[config.mk]
export PLATFORM = sky130hd
export DESIGN_NAME = axi4_burst_master
export DESIGN_NICKNAME = d
export VERILOG_FILES = /design/src/rtl/axi4_burst_master.sv
export SDC_FILE = /design/constraint.sdc
export NUM_CORES = 1
export LEC_CHECK = 0
export CORE_MARGIN = 1
export CORE_UTILIZATION = 38
export DETAILED_ROUTE_END_ITERATION = 8
export GPL_ROUTABILITY_DRIVEN = 1
export PLACE_DENSITY = 0.88
export SLEW_MARGIN = 40
export SYNTH_ARGS = -nofsm -noshare
export SYNTH_HDL_FRONTEND = slang
export SYNTH_SLANG_ARGS = --single-unit
[constraint.sdc]
create_clock -name ACLK -period 4.8 [get_ports ACLK]
set_clock_uncertainty 0.2 [all_clocks]
set_input_delay 0.96 -clock ACLK [delete_from_list [all_inputs] [get_ports ACLK]]
set_output_delay 0.96 -clock ACLK [all_outputs]
set_load 0.01 [all_outputs]
[src/rtl/axi4_burst_master.sv]
// ---------------------------------------------------------------------------
// axi4_burst_master
//
// AXI4 manager that runs one INCR burst at a time for a local command port.
// A write burst streams beats from the local write-data port onto W. A read
// burst streams R beats out to the local read-data port. Every command ends
// with a single completion pulse that carries the final response and an
// error flag. There are no IDs and only one transaction is in flight.
//
// Handshake rule on every channel: a beat transfers on a rising ACLK edge
// where VALID and READY are both high. A VALID source holds its payload
// stable until that edge. READY may be raised before VALID.
//
// Ports
//   ACLK, ARESET          clock; asynchronous active-high reset
//   cmd_*                 command request (valid/ready, write, addr, len)
//   wr_data/valid/ready   local write beats, passed through to W
//   rd_data/last/valid/ready  local read beats, passed through from R
//   rsp_valid/resp/err    one-cycle completion pulse and status
//   AW*, W*, B*, AR*, R*  AXI4 write and read channels
//   dbg_state             current FSM state, for observation
// ---------------------------------------------------------------------------
module axi4_burst_master #(
  parameter int DATA_WIDTH = 32,
  parameter int ADDR_WIDTH = 16
) (
  input  logic                  ACLK,
  input  logic                  ARESET,
  input  logic                  cmd_valid,
  output logic                  cmd_ready,
  input  logic                  cmd_write,
  input  logic [ADDR_WIDTH-1:0] cmd_addr,
  input  logic [7:0]            cmd_len,
  input  logic [DATA_WIDTH-1:0] wr_data,
  input  logic                  wr_valid,
  output logic                  wr_ready,
  output logic [DATA_WIDTH-1:0] rd_data,
  output logic                  rd_last,
  output logic                  rd_valid,
  input  logic                  rd_ready,
  output logic                  rsp_valid,
  output logic [1:0]            rsp_resp,
  output logic                  rsp_err,
  output logic [ADDR_WIDTH-1:0] AWADDR,
  output logic [7:0]            AWLEN,
  output logic [2:0]            AWSIZE,
  output logic                  AWVALID,
  input  logic                  AWREADY,
  output logic [DATA_WIDTH-1:0] WDATA,
  output logic                  WVALID,
  output logic                  WLAST,
  input  logic                  WREADY,
  input  logic [1:0]            BRESP,
  input  logic                  BVALID,
  output logic                  BREADY,
  output logic [ADDR_WIDTH-1:0] ARADDR,
  output logic [7:0]            ARLEN,
  output logic [2:0]            ARSIZE,
  output logic                  ARVALID,
  input  logic                  ARREADY,
  input  logic [DATA_WIDTH-1:0] RDATA,
  input  logic [1:0]            RRESP,
  input  logic                  RVALID,
  input  logic                  RLAST,
  output logic                  RREADY,
  output logic [2:0]            dbg_state
);

  localparam int         BYTES = DATA_WIDTH / 8;
  localparam logic [2:0] SIZE  = 3'($clog2(BYTES));

  typedef enum logic [2:0] {
    IDLE    = 3'd0,
    WR_ADDR = 3'd1,
    WR_DATA = 3'd2,
    WR_RESP = 3'd3,
    RD_ADDR = 3'd4,
    RD_DATA = 3'd5,
    DONE    = 3'd6
  } state_t;

  state_t                state_q, state_d;
  logic [ADDR_WIDTH-1:0] addr_q, addr_d;
  logic [7:0]            len_q, len_d;
  logic [7:0]            cnt_q, cnt_d;
  logic [1:0]            resp_q, resp_d;
  logic                  err_q, err_d;

  // Legality of the incoming command. The end of the burst is measured inside
  // its 4KB page, so only the low 12 address bits take part. 17 bits hold the
  // worst case of 4095 + 256 * 128.
  logic [11:0] addr_lo;
  logic [16:0] span_end;
  logic        cmd_bad;

  assign addr_lo  = cmd_addr[11:0];
  assign span_end = 17'(addr_lo) + (17'(cmd_len) + 17'd1) * 17'(BYTES);
  assign cmd_bad  = (span_end > 17'd4096) ||
                    ((addr_lo & 12'(BYTES - 1)) != 12'd0);

  logic w_hs, r_hs;
  assign w_hs = (state_q == WR_DATA) && wr_valid && WREADY;
  assign r_hs = (state_q == RD_DATA) && RVALID && rd_ready;

  // The channel outputs decode directly from the state register. Because of
  // that, an asynchronous reset drops every VALID/READY at once. cmd_ready is
  // also held low while reset is asserted.
  assign cmd_ready = (state_q == IDLE) && !ARESET;
  assign AWADDR    = addr_q;
  assign ARADDR    = addr_q;
  assign AWLEN     = len_q;
  assign ARLEN     = len_q;
  assign AWSIZE    = SIZE;
  assign ARSIZE    = SIZE;
  assign AWVALID   = (state_q == WR_ADDR);
  assign ARVALID   = (state_q == RD_ADDR);
  assign WDATA     = wr_data;
  assign WVALID    = (state_q == WR_DATA) && wr_valid;
  assign WLAST     = WVALID && (cnt_q == len_q);
  assign wr_ready  = (state_q == WR_DATA) && WREADY;
  assign BREADY    = (state_q == WR_RESP);
  assign RREADY    = (state_q == RD_DATA) && rd_ready;
  assign rd_valid  = (state_q == RD_DATA) && RVALID;
  assign rd_data   = RDATA;
  assign rd_last   = (state_q == RD_DATA) && RLAST;
  assign rsp_valid = (state_q == DONE);
  assign rsp_resp  = resp_q;
  assign rsp_err   = err_q;
  assign dbg_state = state_q;

  always_comb begin
    state_d = state_q;
    addr_d  = addr_q;
    len_d   = len_q;
    cnt_d   = cnt_q;
    resp_d  = resp_q;
    err_d   = err_q;
    unique case (state_q)
      IDLE: begin
        if (cmd_valid) begin
          addr_d = cmd_addr;
          len_d  = cmd_len;
          cnt_d  = 8'd0;
          resp_d = 2'b00;
          err_d  = 1'b0;
          if (cmd_bad) begin
            // Rejected before any bus activity: report SLVERR-style status.
            resp_d  = 2'b10;
            err_d   = 1'b1;
            state_d = DONE;
          end else begin
            state_d = cmd_write ? WR_ADDR : RD_ADDR;
          end
        end
      end
      WR_ADDR: if (AWREADY) state_d = WR_DATA;
      WR_DATA: begin
        if (w_hs) begin
          cnt_d = cnt_q + 8'd1;
          if (cnt_q == len_q) state_d = WR_RESP;
        end
      end
      WR_RESP: begin
        if (BVALID) begin
          resp_d  = BRESP;
          state_d = DONE;
        end
      end
      RD_ADDR: if (ARREADY) state_d = RD_DATA;
      RD_DATA: begin
        if (r_hs) begin
          cnt_d = cnt_q + 8'd1;
          if (RRESP > resp_q) resp_d = RRESP;
          // RLAST must appear on the final beat and on no other beat.
          if (RLAST != (cnt_q == len_q)) err_d = 1'b1;
          if (cnt_q == len_q) state_d = DONE;
        end
      end
      DONE:    state_d = IDLE;
      default: state_d = IDLE;
    endcase
  end

  always_ff @(posedge ACLK or posedge ARESET) begin
    if (ARESET) begin
      state_q <= IDLE;
      addr_q  <= '0;
      len_q   <= '0;
      cnt_q   <= '0;
      resp_q  <= '0;
      err_q   <= 1'b0;
    end else begin
      state_q <= state_d;
      addr_q  <= addr_d;
      len_q   <= len_d;
      cnt_q   <= cnt_d;
      resp_q  <= resp_d;
      err_q   <= err_d;
    end
  end

endmodule

==> key figures, run 1 <==
GRT
  • Total track usage: 17.3%
  • Gr busiest metal: met2
  • First-pass GRT wire length: approximately 12000 microns
  • Met1 usage: 22.9%
  • M2 GR Usage: 28.0%
  • Congestion Overflow GR: 0
  • Largest net degree at the start of global routing: 31
  • Vias in the first global route: 2314
  • Initial antenna violation count: 0
  • GR Util met3: under 10%

Setup path
  • FF-to-FF setup slack: 2.34 ns
  • Worst Setup End Kind: flop
  • Critical path class: input pin to flop
  • Data arrival, critical path: ~3.8 ns
  • Crit start category: input pin
  • R2r worst-path depth: 5
  • Crit Path Max Fanout: 6
  • CP required: around 4.8 ns
  • Reg2Reg Launch Point: dbg_state[0]
  • Capture point of the worst reg-to-reg path: dbg_state[1]
  • Worst setup path start: cmd_len[0]

Power and ir drop
  • PwrDens: 555 mW/mm^2
  • Pleak: around 0.0017 uW
  • Logic pwr share: 55.4%
  • Max VDD drop: 0.000268 V
  • Clk pwr share: between 10% and 20%
  • Reg power frac: 29.3%
  • Sw Pwr: 787 uW
  • Pwr Total: approximately 2200 uW
  • Sw Share: 36.5%
  • Cell-internal power: 1370 uW

Clock network
  • Longest Clk Path Bufs: 2
  • Cts bufs inserted: 5
  • CTS tree: built
  • CTS root buffer: clkbuf_8
  • Post-CTS Resized: 0
  • CTS clk-pin slew, worst paths: 0.08 ns
  • Number of setup buffers added after CTS: 0
  • Clk_lat worst skew: 0.29 ns
  • Post-CTS Hold Fix Bufs: 0
  • H-tree depth: 2
  • Clk sinks: 38

Logic synthesis
  • Post-Syn Instances: 357
  • Post-Syn Area: 0.00328 sq mm
  • Syn Area/Cell: between 9 and 10 sq um
  • Post-synth cell types: 59
  • Sequential area share after synthesis: a little under 30%
  • Top_reg_cell synth: dfrtp_1
  • Synth Warn #: 0
  • #FFs+latches synth: 38
  • Ys async rst share: between 90% and 100%
  • Post-synth EDFFs: 0

Detailed routing
  • Via/cell ratio: 5.29
  • Drc violations: 0
  • Vias: 2543
  • Routed wire length: approximately 7900 microns
  • Final ANT Viol Nets: 0
  • DR WL/cell: 16.4 microns
  • Drt pass-1 iters: 4
  • Initial DRC Count: 106

STA
  • Final Max Slew Viols: 0
  • Slew margin rel.: between 60% and 70%
  • Fin. Hold Viols: 0
  • Max Fclk: 261 MHz
  • Final hold slack: approximately 0.33 ns
  • Post-layout min period: 3.83 ns
  • Final Cycle Share: roughly 80%
  • Measured slew at the worst slew-check pin: 0.579 ns
  • Final setup fails: 0
  • TNS Setup: 0 ns
  • RSZ-0062 raised after global routing: false

Layout
  • Area grow syn2layout: 18.4%
  • Layout Cells excl Fill: 481
  • Fill count: 778
  • Ant. Diodes: 0
  • Layout cells sized above 1: 12.2%
  • Final design area excluding fillers: 0.00389 sq mm
  • Post-layout net count: 494

Floorplan
  • Starting Density: 39.6%
  • Die X: between 90 and 100 microns
  • Die area: between 0.009 and 0.01 sq mm
  • Row count: 33
  • IO Pins: approximately 240
  • Area of the core: 0.00830 sq mm
  • Die Height: 95.0 microns

Worst hold path
  • Worst hold path class: flop to flop
  • HP Start: rsp_resp[0]
  • Worst hold endpoint: rsp_resp[0]
  • Cells on Worst Hold Path: 2

Place
  • Buffers on Ports: 104
  • DP Cell Count: 473
  • HPWL Detailed: 6320 microns
  • Final GP Congestion: 0.925
  • Post-DP Area: 0.00375 sq mm

Run status
  • Status: finished clean

Flow run
  • Max Cap Violations: 0
==> routing by layer <==
| layer | vias up | part of all wire [%] |
|---|---|---|
| li1 | 1194 | - |
| met1 | 1203 | 42 |
| met2 | 138 | 48 |
| met3 | 8 | 9.3 |
| met4 | 0 | 0.74 |
| met5 | - | 0 |
==> how the worst max path moves through the flow <==
stage / to / slack, ns / depth (start not counted)
6_report: dbg_state[0] / 0.97 / 12
5_1_grt: dbg_state[1] / 0.71 / 12
4_1_cts: dbg_state[1] / 0.94 / 12
3_5_place_dp: dbg_state[1] / 0.65 / 12
3_3_place_gp: dbg_state[0] / 0.75 / 12
2_1_floorplan: dbg_state[0] / 1.43 / 8
==> cell usage in the layout, fill, tap and decap left out, types with 9 or more instances in the layout <==
cell	Yosys	routed
nor2_1	19	19
a21oi_1	9	9
nand2_1	14	14
mux2_2	24	24
xor2_1	12	12
o21ai_0	14	14
ha_1	14	14
inv_1	13	12
clkdlybuf4s50_1	0	104
dfrtp_1	38	38
==> layout make-up <==
class / instances / area, sq um / area share (%)
multi-input combinational: 209 / 1550 / 39.8
timing repair buffer: 108 / 1070 / 27.6
sequential: 38 / 951 / 24.5
tap: 105 / 131 / 3.38
clock buffer: 5 / 68.8 / 1.77
clock inverter: 3 / 68.8 / 1.77
inverter: 13 / 48.8 / 1.26
==> cells by family after synthesis <==
group	Yosys count	synth area share, %
mux	26	8.84
compound gates	65	14.2
flops	38	29.0
fa+ha+maj	15	5.94
xor+xnor	20	5.33
other cells	2	0.229
buf+inv	114	24.4
simple gates	77	12.1
==> per-stage QoR <==
| stage | setup WS (ns) | util (%) |
|---|---|---|
| finish | 0.971 | 46.8 |
| global route | 0.707 | 46.8 |
| CTS | 0.943 | 46.8 |
| detailed placement | 0.646 | 45.2 |
| global placement | 0.753 | 45.2 |
| floorplan | 1.43 | - |
==> registers in the layout, summed over array words and instances, names as in the netlist <==
| register | cells |
|---|---|
| cnt_q | 8 |
| dbg_state | 3 |
| rsp_err | 1 |
| ARADDR | 16 |
| ARLEN | 8 |
| rsp_resp | 2 |
==> power groups by stage <==
stage | sequential, uW | combinational (uW) | clock (uW)
after floorplan | 641 | 746 | 0
after global placement | 633 | 1190 | 0
after detailed placement | 639 | 1200 | 0
after CTS | 634 | 1210 | 339
after global routing | 658 | 1300 | 355
final | 631 | 1200 | 330
==> synthesized netlist by cell type (all sizes together) (3+ instances only) <==
library cell    n  area share (%)
buf           100              23
dfrtp          38              29
mux2           24             8.2
nor2           19             2.2
ha             14             5.3
nand2          14             1.6
o21ai          14             2.1
inv            13             1.5
xor2           12             3.2
a21oi           9             1.4
and2            8             1.5
xnor2           8             2.1
nand3           7             1.1
nor4            6             1.3
nor2b           5            0.95
nor3            5            0.76
a21o            4            0.95
a211oi          3            0.69
a22oi           3            0.69
a31oi           3            0.57
and3            3            0.57
nand4           3            0.57
o31ai           3            0.69
==> worst max-delay path, stage by stage <==
cell             delay [ns]
clkdlybuf4s50_1        0.55
ha_1                   0.21
nand3_1                0.13
nor2_1                 0.21
xor2_1                 0.17
ha_1                   0.30
a21o_1                 0.21
a31oi_1                0.22
nor2_1                 0.06
a22o_2                 0.25
a31o_2                 0.27
a41o_1                 0.25
Note: power is estimated with default switching activity, not from simulation.
==> inputs of run 2 (changes only) <==
--- a/config.mk
+++ b/config.mk
@@ -6,10 +6,10 @@
 export NUM_CORES = 1
 export LEC_CHECK = 0
 export CORE_MARGIN = 1
-export CORE_UTILIZATION = 38
+export CORE_UTILIZATION = 32
 export DETAILED_ROUTE_END_ITERATION = 8
 export GPL_ROUTABILITY_DRIVEN = 1
-export PLACE_DENSITY = 0.88
+export PLACE_DENSITY = 0.79
 export SLEW_MARGIN = 40
 export SYNTH_ARGS = -nofsm -noshare
 export SYNTH_HDL_FRONTEND = slang
==> constraint.sdc (replaced) <==
create_clock -name ACLK -period 3.29 [get_ports ACLK]
set_clock_uncertainty 0.2 [all_clocks]
set_input_delay 0.658 -clock ACLK [delete_from_list [all_inputs] [get_ports ACLK]]
set_output_delay 0.658 -clock ACLK [all_outputs]
set_load 0.01 [all_outputs]
==> run 2 against run 1 <==
Effect of this change: critical endpoint unchanged; largest cell class unchanged; critical path type unchanged; combinational power grew 52%; non-clock buffer count grew 30; core utilization shrank 4.7 points; die area grew 18%; wire length grew 7.3%; highest routed layer unchanged; critical path depth shrank 3; flip-flop and latch count is the same.
==> key figures, run 2 (same netlist as run 1, synthesis figures left out) <==
Place
  • DP Cell Count: 529
  • HPWL Detailed: 6710 microns
  • Final GP Congestion: approximately 0.81
  • Buffers on Ports: 104
  • Place WS: -0.507 ns

Layout
  • Area grow syn2layout: 26.7%
  • Ant. Diodes: 0
  • Post-layout net count: ~520
  • Most frequent cells in the layout: clkdlybuf4s50_1, dfrtp_1, buf_4
  • Most common cell after layout, fill and taps aside: clkdlybuf4s50_1
  • Fin util: 42.2%
  • Layout cells sized above 1: 20.7%
  • Largest register FFs: 16
  • Layout Cells excl Fill: 539

STA
  • RSZ-0062 raised after global routing: false
  • Setup ws final: 0.0656 ns
  • Final setup fails: 0
  • Measured slew at the worst slew-check pin: 0.511 ns
  • Final Cycle Share: 98.0%
  • Final Max Slew Viols: 0
  • Fin. Hold Viols: 0
  • Max Fclk: 310 MHz
  • Post-layout min period: 3.22 ns
  • Slew margin rel.: 65.9%

Power and ir drop
  • Max VDD drop: 0.000246 V
  • Pleak: 0.00181 uW
  • Reg power frac: 29.3%
  • Clk pwr share: 12.8%
  • Sw Share: between 30% and 40%
  • Sw Pwr: 1170 uW
  • Cell-internal power: around 2000 uW
  • Logic pwr share: around 58%
  • PwrDens: 754 mW/mm^2

Detailed routing
  • Routed wire length: 8440 microns
  • Drt pass-1 iters: 4
  • Final ANT Viol Nets: 0
  • Drc violations: 0
  • Via/cell ratio: approximately 4.9
  • Initial DRC Count: 70
  • Vias: 2662
  • DR WL/cell: 15.7 microns

Clock network
  • Post-CTS Hold Fix Bufs: 0
  • CTS root buffer: clkbuf_8
  • Clk_lat worst skew: 0.30 ns
  • H-tree depth: 2
  • Cts bufs inserted: 5
  • Clk sinks: 38
  • CTS tree: built
  • Longest Clk Path Bufs: 2
  • CTS clk-pin slew, worst paths: 0.08 ns

Setup path
  • Crit start category: input pin
  • Capture point of the worst reg-to-reg path: dbg_state[0]
  • R2r worst-path depth: 6
  • FF-to-FF setup slack: 0.76 ns
  • Crit-path cells: clkdlybuf4s50_1, ha_1, fa_1, a211o_1, a221oi_2, mux2i_1, nor4_2, a31o_2, a41o_1
  • CP required: 3.28 ns
  • Critical path class: input pin to flop
  • Crit Path Max Fanout: 5
  • Crit path largest cell delay: approximately 0.45 ns
  • CP top delay family: compound AO/OA/AOI/OAI gates
  • Crit path buf inv count: 1
  • Worst Setup End Kind: flop
  • Data arrival, critical path: 3.22 ns
  • Reg2Reg Launch Point: dbg_state[0]
  • CP max-delay cell: clkdlybuf4s50_1

Worst hold path
  • Worst hold endpoint: ARADDR[5]
  • Cells on Worst Hold Path: 1
  • Worst hold path class: flop to flop
  • HP Start: ARADDR[5]

Floorplan
  • Starting Density: 33.3%
  • Row count: 36
  • Die area: 0.0107 sq mm
  • IO Pins: 239
  • Die X: 103 microns
  • Die Height: 103 microns
  • Area of the core: roughly 0.0099 sq mm

GRT
  • Congestion Overflow GR: 0
  • Initial antenna violation count: 0
  • Total track usage: between 15 and 20%
  • Vias in the first global route: about 2500
  • First-pass GRT wire length: 12900 microns
  • Largest net degree at the start of global routing: 39

Run status
  • Status: finished clean

Flow run
  • Max Cap Violations: 0
[run 2: layout make-up]
| class | count | area, sq um |
|---|---|---|
| Clock inverter | 1 | 30.0 |
| Inverter | 13 | 48.8 |
| Clock buffer | 7 | 76.3 |
| Multi-Input combinational cell | 209 | 1600 |
| Fill cell | 953 | 5700 |
| Tap cell | 133 | 166 |
| Timing Repair Buffer | 138 | 1290 |
| Sequential cell | 38 | 951 |
[run 2: power by group through the flow]
stage / clock network, uW / registers, uW / logic (uW)
floorplan: 0 / 936 / 1090
global placement: 0 / 919 / 1770
detailed placement: 0 / 933 / 1800
CTS: 417 / 924 / 1830
global route: 437 / 964 / 1980
finish: 402 / 918 / 1820
[run 2: worst max-delay path by stage]
| stage | end | from | depth (start not counted) |
|---|---|---|---|
| after floorplan | dbg_state[0] | cmd_len[0] | 8 |
| after global placement | dbg_state[0] | cmd_len[1] | 12 |
| after detailed placement | dbg_state[1] | cmd_len[0] | 12 |
| after CTS | dbg_state[0] | cmd_len[3] | 11 |
| after global routing | dbg_state[0] | cmd_addr[2] | 9 |
| final | dbg_state[0] | cmd_addr[2] | 9 |
[run 2: through the flow]
stage | total power, uW | TNS (ns) | hold slack, ns | cell area, sq um
after floorplan | 2020 | 0 | 0.286 | 3300
after global placement | 2690 | -2.07 | 0.311 | 4000
after detailed placement | 2740 | -2.35 | 0.318 | 4000
after CTS | 3170 | 0 | 0.338 | 4150
after global routing | 3380 | 0 | 0.353 | 4160
final | 3140 | 0 | 0.333 | 4160
[run 2: what timing repair did]
action,4_1_cts,5_1_grt
gates cloned,0,0
setup endpoints to repair,5,5
pin swaps,3,1
gates resized for setup,12,8
buffers inserted,2,0
[run 2: per-layer routing]
layer  vias to the layer above  part of all wire, %  track usage, %
met5                         -                    0               0
met4                         0                  2.0            6.61
met3                        21                  6.6            3.43
met2                       129                   49            26.4
met1                      1273                   42            19.5
li1                       1239                    -               -
==> inputs of run 3 (changes only) <==
--- a/config.mk
+++ b/config.mk
@@ -5,6 +5,7 @@
 export SDC_FILE = /design/constraint.sdc
 export NUM_CORES = 1
 export LEC_CHECK = 0
+export CORE_ASPECT_RATIO = 0.9
 export CORE_MARGIN = 1
 export CORE_UTILIZATION = 32
 export DETAILED_ROUTE_END_ITERATION = 8
==> run 3 against run 2 <==
Effect of this change: critical path type unchanged; sequential power rose by 0.9%; core utilization rose by 0.21 points; count of clock-buffer cells in the layout fell by 2; largest cell class unchanged; first-iteration DRC count rose by 61%; highest routed layer unchanged.
==> key figures, run 3 (same netlist as run 1, synthesis figures left out) <==
Layout
  • Most common cell after layout, fill and taps aside: clkdlybuf4s50_1
  • Most frequent cells in the layout: clkdlybuf4s50_1, dfrtp_1, buf_4
  • Largest register FFs: 16
  • Fin util: 42.4%
  • Post-layout net count: 517
  • Layout cells sized above 1: between 20% and 30%
  • Ant. Diodes: 0
  • Fill count: 956
  • Area grow syn2layout: 26.9%
  • Final design area excluding fillers: 0.00417 sq mm

Clock network
  • CTS root buffer: clkbuf_16
  • CTS clk-pin slew, worst paths: 0.06 ns
  • Clk sinks: 38
  • H-tree depth: 2
  • Cts bufs inserted: 5
  • Post-CTS Hold Fix Bufs: 0
  • Longest Clk Path Bufs: 2
  • Clk_lat worst skew: 0.28 ns
  • CTS tree: built

Setup path
  • Crit Path Max Fanout: 5
  • Worst Setup End Kind: flop
  • Critical path class: input pin to flop
  • Crit path largest cell delay: 0.48 ns
  • Reg2Reg Launch Point: dbg_state[2]
  • FF-to-FF setup slack: slightly above 0.8 ns
  • Crit start category: input pin
  • R2r worst-path depth: 6
  • Crit path buf inv count: 2
  • Data arrival, critical path: around 3.1 ns
  • CP top delay family: compound AO/OA/AOI/OAI gates
  • CP max-delay cell: clkdlybuf4s50_1
  • Crit-path cells: clkdlybuf4s50_1, nand2_1, or2_2, xnor2_2, ha_1, buf_4, a31oi_2, nor2_1, a22o_2, a31o_2, a41o_1
  • Capture point of the worst reg-to-reg path: cnt_q[6]
  • CP required: 3.26 ns

Power and ir drop
  • Pleak: roughly 0.0018 uW
  • Max VDD drop: 0.000373 V
  • PwrDens: 794 mW/mm^2
  • Pwr Total: 3310 uW

Detailed routing
  • Routed wire length: 8510 microns
  • Drc violations: 0
  • Drt pass-1 iters: 4
  • Via/cell ratio: between 5 and 6
  • DR WL/cell: 16.2 microns
  • Final ANT Viol Nets: 0
  • Vias: 2675
  • Initial DRC Count: about 110

STA
  • Final Cycle Share: 96.2%
  • Setup ws final: 0.125 ns
  • Final Max Slew Viols: 0
  • RSZ-0062 raised after global routing: false
  • Measured slew at the worst slew-check pin: ~0.52 ns
  • Post-layout min period: 3.17 ns
  • Max Fclk: 316 MHz
  • Final hold slack: 0.331 ns
  • Slew margin rel.: 65.3%
  • Final setup fails: 0
  • Fin. Hold Viols: 0

Place
  • Post-DP Area: between 0.003 and 0.004 sq mm
  • Buffers on Ports: 104
  • HPWL Detailed: 6480 microns
  • Place WS: -0.524 ns
  • Final GP Congestion: 0.849

Worst hold path
  • Worst hold endpoint: ARADDR[13]
  • HP Start: ARADDR[13]
  • Worst hold path class: flop to flop
  • Cells on Worst Hold Path: 1

Floorplan
  • Starting Density: roughly a third
  • Die X: 109 microns
  • Row count: 34
  • Die area: roughly 0.011 sq mm
  • Area of the core: 0.00983 sq mm
  • Die Height: 98.1 microns
  • IO Pins: 239

GRT
  • Vias in the first global route: 2710
  • First-pass GRT wire length: 13400 microns
  • Initial antenna violation count: 0
  • Total track usage: about 16%
  • Largest net degree at the start of global routing: 31
  • Congestion Overflow GR: 0

Run status
  • Status: finished clean

Flow run
  • Max Cap Violations: 0
## run 3: cell count changes in the layout (fill, tap and decap cells not counted), moves of 2 or more
cell / previous run / this run
buf_4: 34 / 27
clkbuf_1: 2 / 0
clkbuf_16: 0 / 5
clkbuf_2: 1 / 3
clkbuf_8: 5 / 0
clkinvlp_4: 0 / 2
## run 3: worst max path at each step
stage | from | end | slack (ns) | cells past startpoint
6_report | cmd_len[6] | dbg_state[0] | 0.12 | 11
3_3_place_gp | cmd_len[4] | dbg_state[0] | -0.43 | 12
4_1_cts | cmd_addr[2] | dbg_state[0] | 0.02 | 9
3_5_place_dp | cmd_len[4] | dbg_state[0] | -0.52 | 12
5_1_grt | cmd_len[6] | dbg_state[0] | 0.02 | 11
2_1_floorplan | cmd_len[0] | dbg_state[0] | 0.22 | 8
## run 3: cell type report
class	count	area [sq um]	share of cell area, %
clock inverter	3	45.0	1.08
sequential	38	951	22.8
multi-input combinational	209	1600	38.5
clock buffer	5	125	3.00
inverter	13	48.8	1.17
timing repair buffer	131	1230	29.6
tap	126	158	3.78
## run 3: power breakdown
group / switching [uW] / leakage (uW) / total (uW) / internal (uW)
Sequential: 256 / 0.000468 / 926 / 670
Combinational: 759 / 0.00127 / 1830 / 1070
Clock: 200 / 0.0000760 / 557 / 358
Total: 1210 / 0.00182 / 3310 / 2090
## run 3: through the flow
step / std cells / setup TNS (ns)
5_1_grt: 525 / 0
3_5_place_dp: 516 / -2.39
2_1_floorplan: 361 / 0
4_1_cts: 525 / 0
6_report: 525 / 0
3_3_place_gp: 516 / -1.89
## run 3: worst reg2reg max path: stages (launching register included)
cell      delay, ns
dfrtp_1        0.66
and3b_1        0.49
a21oi_1        0.10
o21bai_1       0.29
nor4_1         0.38
xnor2_1        0.17
nor2_1         0.06
## run 3: routing by layer
metal / vias to the layer above / part of all wire (%) / GRT usage (%)
met1: 1282 / 42 / 19.3
met5: - / 0 / 0
met3: 32 / 7.1 / 5.21
li1: 1230 / - / -
met2: 131 / 48 / 26.0
met4: 0 / 3.3 / 7.28
## run 3: what timing repair did
action                     in CTS  in global routing
resized for setup               8                 16
setup endpoints to repair       5                  5
buffers inserted                1                  0
pin swaps                       2                  5
